[src/rtl/seq_mult_ctrl_if.sv]
// Handshake bundle for the sequential Booth multiplier: operands and start in,
// busy/done status and the registered product out.
interface seq_mult_ctrl_if;
  logic       start;
  logic [3:0] A;
  logic [3:0] B;
  logic       busy;
  logic       done;
  logic [7:0] P;

  modport master (output start, output A, output B, input busy, input done, input P);
  modport slave  (input start, input A, input B, output busy, output done, output P);
endinterface

[src/rtl/seq_mult_ctrl.sv]
// Signed 4x4 radix-2 Booth multiplier retiring one Booth step per clock.
// A start accepted in IDLE or DONE produces a one-cycle done pulse four edges later.
module seq_mult_ctrl (
  input logic            clk,
  input logic            rst,
  seq_mult_ctrl_if.slave bus
);

  typedef enum logic [1:0] {IDLE, CALC, DONE} state_t;

  state_t     state;
  logic [3:0] mcand;
  logic [8:0] acc;
  logic       booth_bit;
  logic [1:0] step_cnt;
  logic [7:0] p_q;
  logic       busy_q;
  logic       done_q;

  logic [4:0] upper_next;
  logic [8:0] acc_next;

  // One Booth step: the upper half is sign-extended to 5 bits so that -8
  // operands never overflow, then the whole register shifts right arithmetically.
  always_comb begin
    upper_next = acc[8:4];
    case ({acc[0], booth_bit})
      2'b01:   upper_next = acc[8:4] + {mcand[3], mcand};
      2'b10:   upper_next = acc[8:4] - {mcand[3], mcand};
      default: upper_next = acc[8:4];
    endcase
    acc_next = {upper_next[4], upper_next, acc[3:1]};
  end

  always_ff @(posedge clk) begin
    if (rst) begin
      state     <= IDLE;
      mcand     <= '0;
      acc       <= '0;
      booth_bit <= 1'b0;
      step_cnt  <= '0;
      p_q       <= '0;
      busy_q    <= 1'b0;
      done_q    <= 1'b0;
    end else begin
      case (state)
        CALC: begin
          acc       <= acc_next;
          booth_bit <= acc[0];
          if (step_cnt == 2'd3) begin
            state    <= DONE;
            p_q      <= acc_next[7:0];
            busy_q   <= 1'b0;
            done_q   <= 1'b1;
            step_cnt <= '0;
          end else begin
            step_cnt <= step_cnt + 2'd1;
          end
        end
        // IDLE and DONE both accept a new request, giving back-to-back operation
        default: begin
          if (bus.start) begin
            state     <= CALC;
            mcand     <= bus.A;
            acc       <= {5'b00000, bus.B};
            booth_bit <= 1'b0;
            step_cnt  <= '0;
            busy_q    <= 1'b1;
            done_q    <= 1'b0;
          end else begin
            state  <= IDLE;
            busy_q <= 1'b0;
            done_q <= 1'b0;
          end
        end
      endcase
    end
  end

  assign bus.busy = busy_q;
  assign bus.done = done_q;
  assign bus.P    = p_q;

endmodule

[src/flat_wrapper.sv]
// flat-port wrapper written by rule: the top's interface ports become plain ports
module seq_mult_ctrl_flat 
  (clk, rst, bus_start, bus_A, bus_B, bus_busy, bus_done, bus_P);
  seq_mult_ctrl_if bus_i ();
  input logic clk;
  input logic rst;
  input wire logic [$bits(bus_i.start)-1:0] bus_start;
  input wire logic [$bits(bus_i.A)-1:0] bus_A;
  input wire logic [$bits(bus_i.B)-1:0] bus_B;
  output wire logic [$bits(bus_i.busy)-1:0] bus_busy;
  output wire logic [$bits(bus_i.done)-1:0] bus_done;
  output wire logic [$bits(bus_i.P)-1:0] bus_P;
  assign bus_i.start = bus_start;
  assign bus_i.A = bus_A;
  assign bus_i.B = bus_B;
  assign bus_busy = bus_i.busy;
  assign bus_done = bus_i.done;
  assign bus_P = bus_i.P;
  seq_mult_ctrl u_core (.clk(clk), .rst(rst), .bus(bus_i));
endmodule
[config.mk]
export PLATFORM = sky130hd
export DESIGN_NAME = seq_mult_ctrl_flat
export DESIGN_NICKNAME = d
export VERILOG_FILES = /design/src/rtl/seq_mult_ctrl_if.sv /design/src/rtl/seq_mult_ctrl.sv /design/src/flat_wrapper.sv
export SDC_FILE = /design/constraint.sdc
export NUM_CORES = 1
export LEC_CHECK = 0
export BUFFER_PORTS_ARGS = -buffer_cell sky130_fd_sc_hd__buf_2
export CAP_MARGIN = 20
export CORE_ASPECT_RATIO = 1.1
export CORE_MARGIN = 10
export CORE_UTILIZATION = 46
export CTS_CLUSTER_DIAMETER = 60
export DETAILED_ROUTE_END_ITERATION = 12
export PLACE_DENSITY = 0.71
export SLEW_MARGIN = 20
export SYNTH_ARGS = -nofsm -noshare
export SYNTH_HDL_FRONTEND = slang
export SYNTH_SLANG_ARGS = --single-unit
[constraint.sdc]
create_clock -name clk -period 2.9 [get_ports clk]
set_input_delay 0.145 -clock clk [delete_from_list [all_inputs] [get_ports clk]]
set_output_delay 0.145 -clock clk [all_outputs]
set_load 0.1 [all_outputs]
==> impl.org <==
** Clock network
- Gates resized during post-CTS repair numbered 0.
- The number of clock buffers added by TritonCTS is 3.
- Clock sinks :: 26
- H-tree depth :: 1
- Post-CTS setup buffer count :: 0
- Clock-pin slew was measured on the worst setup and hold paths at 0.13 ns.
- TritonCTS built the clock tree.
- The clock passes through at most 2 buffers.
- The tree is rooted in a sky130_fd_sc_hd__clkbuf_4.
- For the worst-skew pair, the clock arrives at the later sink with an insertion delay of 0.31 ns.
- Hold repair after CTS inserted 0 buffers.

** Floorplan
- From left edge to right edge, the die measures 69.4 µm.
- Y dimension of the die :: 74.4 µm
- In this run the core area contains 19 standard-cell rows.
- Starting density of the core :: 48.6%
- Area enclosed by the die boundary :: 0.00516 mm²
- Floorplan Core Area :: 0.00254 mm²
- I/O pin count :: 21

** Synth
- Number of cells produced by synthesis :: 136
- The number of nets handed over by synthesis was 155.
- For this run, the number of Yosys warnings is 0.
- In this run, synthesis produced a sequential element count of 26.
- The number of different library cells used by synthesis comes to 32.
- Dominant combinational cell family by area after synthesis :: compound AO/OA/AOI/OAI gates
- Proportion of synthesized chip area in sequential cells :: 42.1%
- Of the total synthesized cell area, the portion taken by AND, OR, NAND and NOR gates is 17.1%.
- Fraction of synthesized cell area in xor and xnor cells :: 3.54%
- Summing the areas of all compound-gate instances in the mapped netlist gives 17.8% of the synthesized area.
- The synthesized netlist occupies a cell area of 0.00124 mm².
- Synthesized-area fraction occupied by adder cells :: 8.70%
- Multiplexer share of the synthesized area :: 6.58%
- Synth Area per Inst :: 9.09 µm²

** Critical path
- Destination of the worst register-to-register timing path :: u_core.acc[7]
- The worst register-to-register path has a depth of 9.
- Critical register-to-register path startpoint :: u_core.mcand[0]
- At the worst endpoint, the arrival time is 2.62 ns.
- Crit start category :: register
- Along the worst path, the maximum fanout reaches 4.
- The setup check on the worst reg-to-reg path leaves a slack of 0.50 ns.
- Endpoint type of the worst setup path :: register
- Type of the setup path with the least slack :: register to register
- Critical path required time :: 3.12 ns

** Timing
- Min Tclk post-route :: 2.40 ns
- Final hold violation count :: 0
- Setup violations remaining at the end of the flow were counted as 0.
- The final number of max-transition violations was 0.
- Worst-Margin Slew :: 0.659 ns
- Share of the cycle needed by the critical path after routing :: 82.8%
- Headroom to the max-slew limit :: 55.7%
- RSZ-0062 raised after global routing :: false
- Total negative slack for setup checks :: 0 ns
- Min Hold Slack :: 0.0615 ns
- On the final layout, the worst clock skew is 0.00131 ns.
- Highest attainable clock frequency :: 417 MHz

** Route
- After detailed routing, the number of remaining DRC violations is 0.
- The final layout contains routed wiring with a total length of 2630 µm.
- Wire per inst :: 14.1 µm
- Ratio of routed vias to standard cells :: 5.56
- Across all layers, the routed design uses 1,034 vias.
- The pre-antenna-repair detailed-routing pass consisted of 4 iterations.
- After the first detailed-routing iteration, the DRC count stood at 50.
- Antenna Nets Post-Route :: 0

** Min path
- For hold timing, the worst endpoint is u_core.mcand[0].
- The worst hold path begins at bus_A[0].
- Worst min-delay path class :: input port to register
- The worst hold path passes through 3 cells.

** Final layout
- Ant. Diodes :: 0
- In the final design database the tool counted 176 nets.
- Area grow syn2layout :: 11.6%
- Cells with a size suffix above 1 make up 18.1% of the layout.
- After the flow finishes, the layout carries non-filler instances totaling 186.

** Global routing
- The first global-routing pass estimated 4620 µm of wire.
- Vias in the first global route :: 1,030
- Entering global routing, the biggest net connects 16 pins.
- Overflow left after global routing :: 0
- Global Route Usage Sum :: 10.6%
- Initial antenna violation count :: 0

** Power
- Power density relative to cell area :: 495 mW/mm²
- Across the VDD grid, the largest voltage drop is 0.000314 V.
- Summed over all cells, the static leakage comes to 0.606 nW.
- Overall power consumption after layout is estimated at 683 µW.

** Placement
- Input/output buffers :: 20
- In this run, placement finished with an instance count of 183.
- HPWL after detailed placement :: 2040 µm
- GP Congestion :: 0.798

** Status
- Status :: finished clean

** Flow run
- Number of max-capacitance violations reported :: 0
-- routing by layer --
metal / vias to the layer above / routed length (µm) / global-route usage [%]
met5: - / 0 / 0
met4: 0 / 29 / 4.25
met3: 4 / 136 / 2.79
met2: 24 / 1290 / 19.2
met1: 488 / 1170 / 11.7
li1: 518 / - / -
-- cell type report --
type                            count  area (µm²)
Clock buffer                        3        22.5
Sequential cell                    26         520
Tap cell                           31        38.8
Fill cell                         242        1160
Inverter                            9        33.8
Timing Repair Buffer               20         100
Multi-Input combinational cell     97         664
-- sequential cells by signal, summed over array words and instances, names as in the netlist --
name / count
u_core.bus.P: 8
u_core.mcand: 4
u_core.acc: 8
u_core.state: 2
u_core.step_cnt: 2
u_core.bus.done: 1
u_core.booth_bit: 1
-- power by group --
| part | switching (mW) | total (mW) | internal (mW) |
|---|---|---|---|
| registers | 0.0125 | 0.384 | 0.371 |
| logic | 0.0865 | 0.149 | 0.0620 |
| clock network | 0.102 | 0.151 | 0.0487 |
-- cells by family (layout without fill, tap and decap cells) --
logic type | Yosys count | in the layout
AOI/OAI and AO/OA | 32 | 32
xor gates and xnor gates | 5 | 5
adders and majority gates | 8 | 8
buffers and inverters | 13 | 32
DFF | 26 | 26
muxes | 8 | 8
and+or+nand+nor | 44 | 44
-- layout by cell type, fill, tap and decap left out, types with 2 or more instances in the layout --
cell / count
sky130_fd_sc_hd__inv_1: 7
sky130_fd_sc_hd__xor2_1: 2
sky130_fd_sc_hd__a22o_1: 8
sky130_fd_sc_hd__nand3_1: 6
sky130_fd_sc_hd__inv_2: 2
sky130_fd_sc_hd__mux2i_1: 7
sky130_fd_sc_hd__nor3_1: 3
sky130_fd_sc_hd__buf_2: 20
sky130_fd_sc_hd__o21ai_1: 3
sky130_fd_sc_hd__xnor2_1: 3
sky130_fd_sc_hd__nand2b_1: 2
sky130_fd_sc_hd__dfxtp_1: 26
sky130_fd_sc_hd__nand2_1: 12
sky130_fd_sc_hd__o31ai_1: 2
sky130_fd_sc_hd__a21oi_1: 9
sky130_fd_sc_hd__nor2_1: 14
sky130_fd_sc_hd__ha_1: 7
sky130_fd_sc_hd__clkbuf_4: 3
sky130_fd_sc_hd__nor2b_1: 3
sky130_fd_sc_hd__a211oi_1: 4
-- synthesized netlist by cell type --
| library cell | number | area [µm²] |
|---|---|---|
| sky130_fd_sc_hd__dfxtp_1 | 26 | 521 |
| sky130_fd_sc_hd__nor2_1 | 14 | 52.6 |
| sky130_fd_sc_hd__nand2_1 | 12 | 45.0 |
| sky130_fd_sc_hd__a21oi_1 | 9 | 45.0 |
| sky130_fd_sc_hd__a22o_1 | 8 | 70.1 |
| sky130_fd_sc_hd__ha_1 | 7 | 87.6 |
| sky130_fd_sc_hd__inv_1 | 7 | 26.3 |
| sky130_fd_sc_hd__mux2i_1 | 7 | 70.1 |
| sky130_fd_sc_hd__nand3_1 | 6 | 30.0 |
| sky130_fd_sc_hd__a211oi_1 | 4 | 30.0 |
| sky130_fd_sc_hd__nor2b_1 | 3 | 18.8 |
| sky130_fd_sc_hd__nor3_1 | 3 | 15.0 |
| sky130_fd_sc_hd__o21ai_1 | 3 | 15.0 |
| sky130_fd_sc_hd__xnor2_1 | 3 | 26.3 |
| sky130_fd_sc_hd__buf_2 | 2 | 10.0 |
| sky130_fd_sc_hd__clkbuf_1 | 2 | 7.51 |
| sky130_fd_sc_hd__inv_2 | 2 | 7.51 |
| sky130_fd_sc_hd__nand2b_1 | 2 | 12.5 |
| sky130_fd_sc_hd__o31ai_1 | 2 | 15.0 |
| sky130_fd_sc_hd__xor2_1 | 2 | 17.5 |
| sky130_fd_sc_hd__a21o_1 | 1 | 7.51 |
| sky130_fd_sc_hd__a21oi_2 | 1 | 8.76 |
| sky130_fd_sc_hd__a31oi_1 | 1 | 6.26 |
| sky130_fd_sc_hd__a32oi_1 | 1 | 8.76 |
| sky130_fd_sc_hd__and3_1 | 1 | 6.26 |
| sky130_fd_sc_hd__fa_1 | 1 | 20.0 |
| sky130_fd_sc_hd__mux2_2 | 1 | 11.3 |
| sky130_fd_sc_hd__nor3b_4 | 1 | 18.8 |
| sky130_fd_sc_hd__o2111ai_1 | 1 | 8.76 |
| sky130_fd_sc_hd__o21ai_0 | 1 | 5.00 |
| sky130_fd_sc_hd__or2_0 | 1 | 6.26 |
| sky130_fd_sc_hd__or2_1 | 1 | 6.26 |
-- per-stage QoR --
step	worst slack, ns	instance area, µm²	util [%]
final	0.499	1380	54.3
after global routing	0.351	1380	54.3
after CTS	0.493	1380	54.3
after detailed placement	0.512	1360	53.4
after global placement	0.603	1360	53.4
after floorplan	0.668	1240	-
-- worst max-delay path, cell delays in order, from the launching register on --
cell                       delay (ns)
sky130_fd_sc_hd__dfxtp_1         0.40
sky130_fd_sc_hd__inv_1           0.06
sky130_fd_sc_hd__ha_1            0.28
sky130_fd_sc_hd__mux2_2          0.29
sky130_fd_sc_hd__fa_1            0.46
sky130_fd_sc_hd__nand2b_1        0.17
sky130_fd_sc_hd__a21oi_1         0.15
sky130_fd_sc_hd__xnor2_1         0.20
sky130_fd_sc_hd__mux2i_1         0.22
sky130_fd_sc_hd__o21ai_1         0.07
-- how the worst max path moves through the flow --
stage	start	end	cells past startpoint
after floorplan	u_core.mcand[0]	u_core.acc[7]	9
after global placement	u_core.mcand[0]	u_core.acc[7]	9
after detailed placement	u_core.mcand[0]	u_core.acc[7]	9
after CTS	u_core.mcand[0]	u_core.acc[7]	9
after global routing	u_core.mcand[0]	u_core.acc[7]	9
final	u_core.mcand[0]	u_core.acc[7]	9
(Power assumes the default switching activity.)
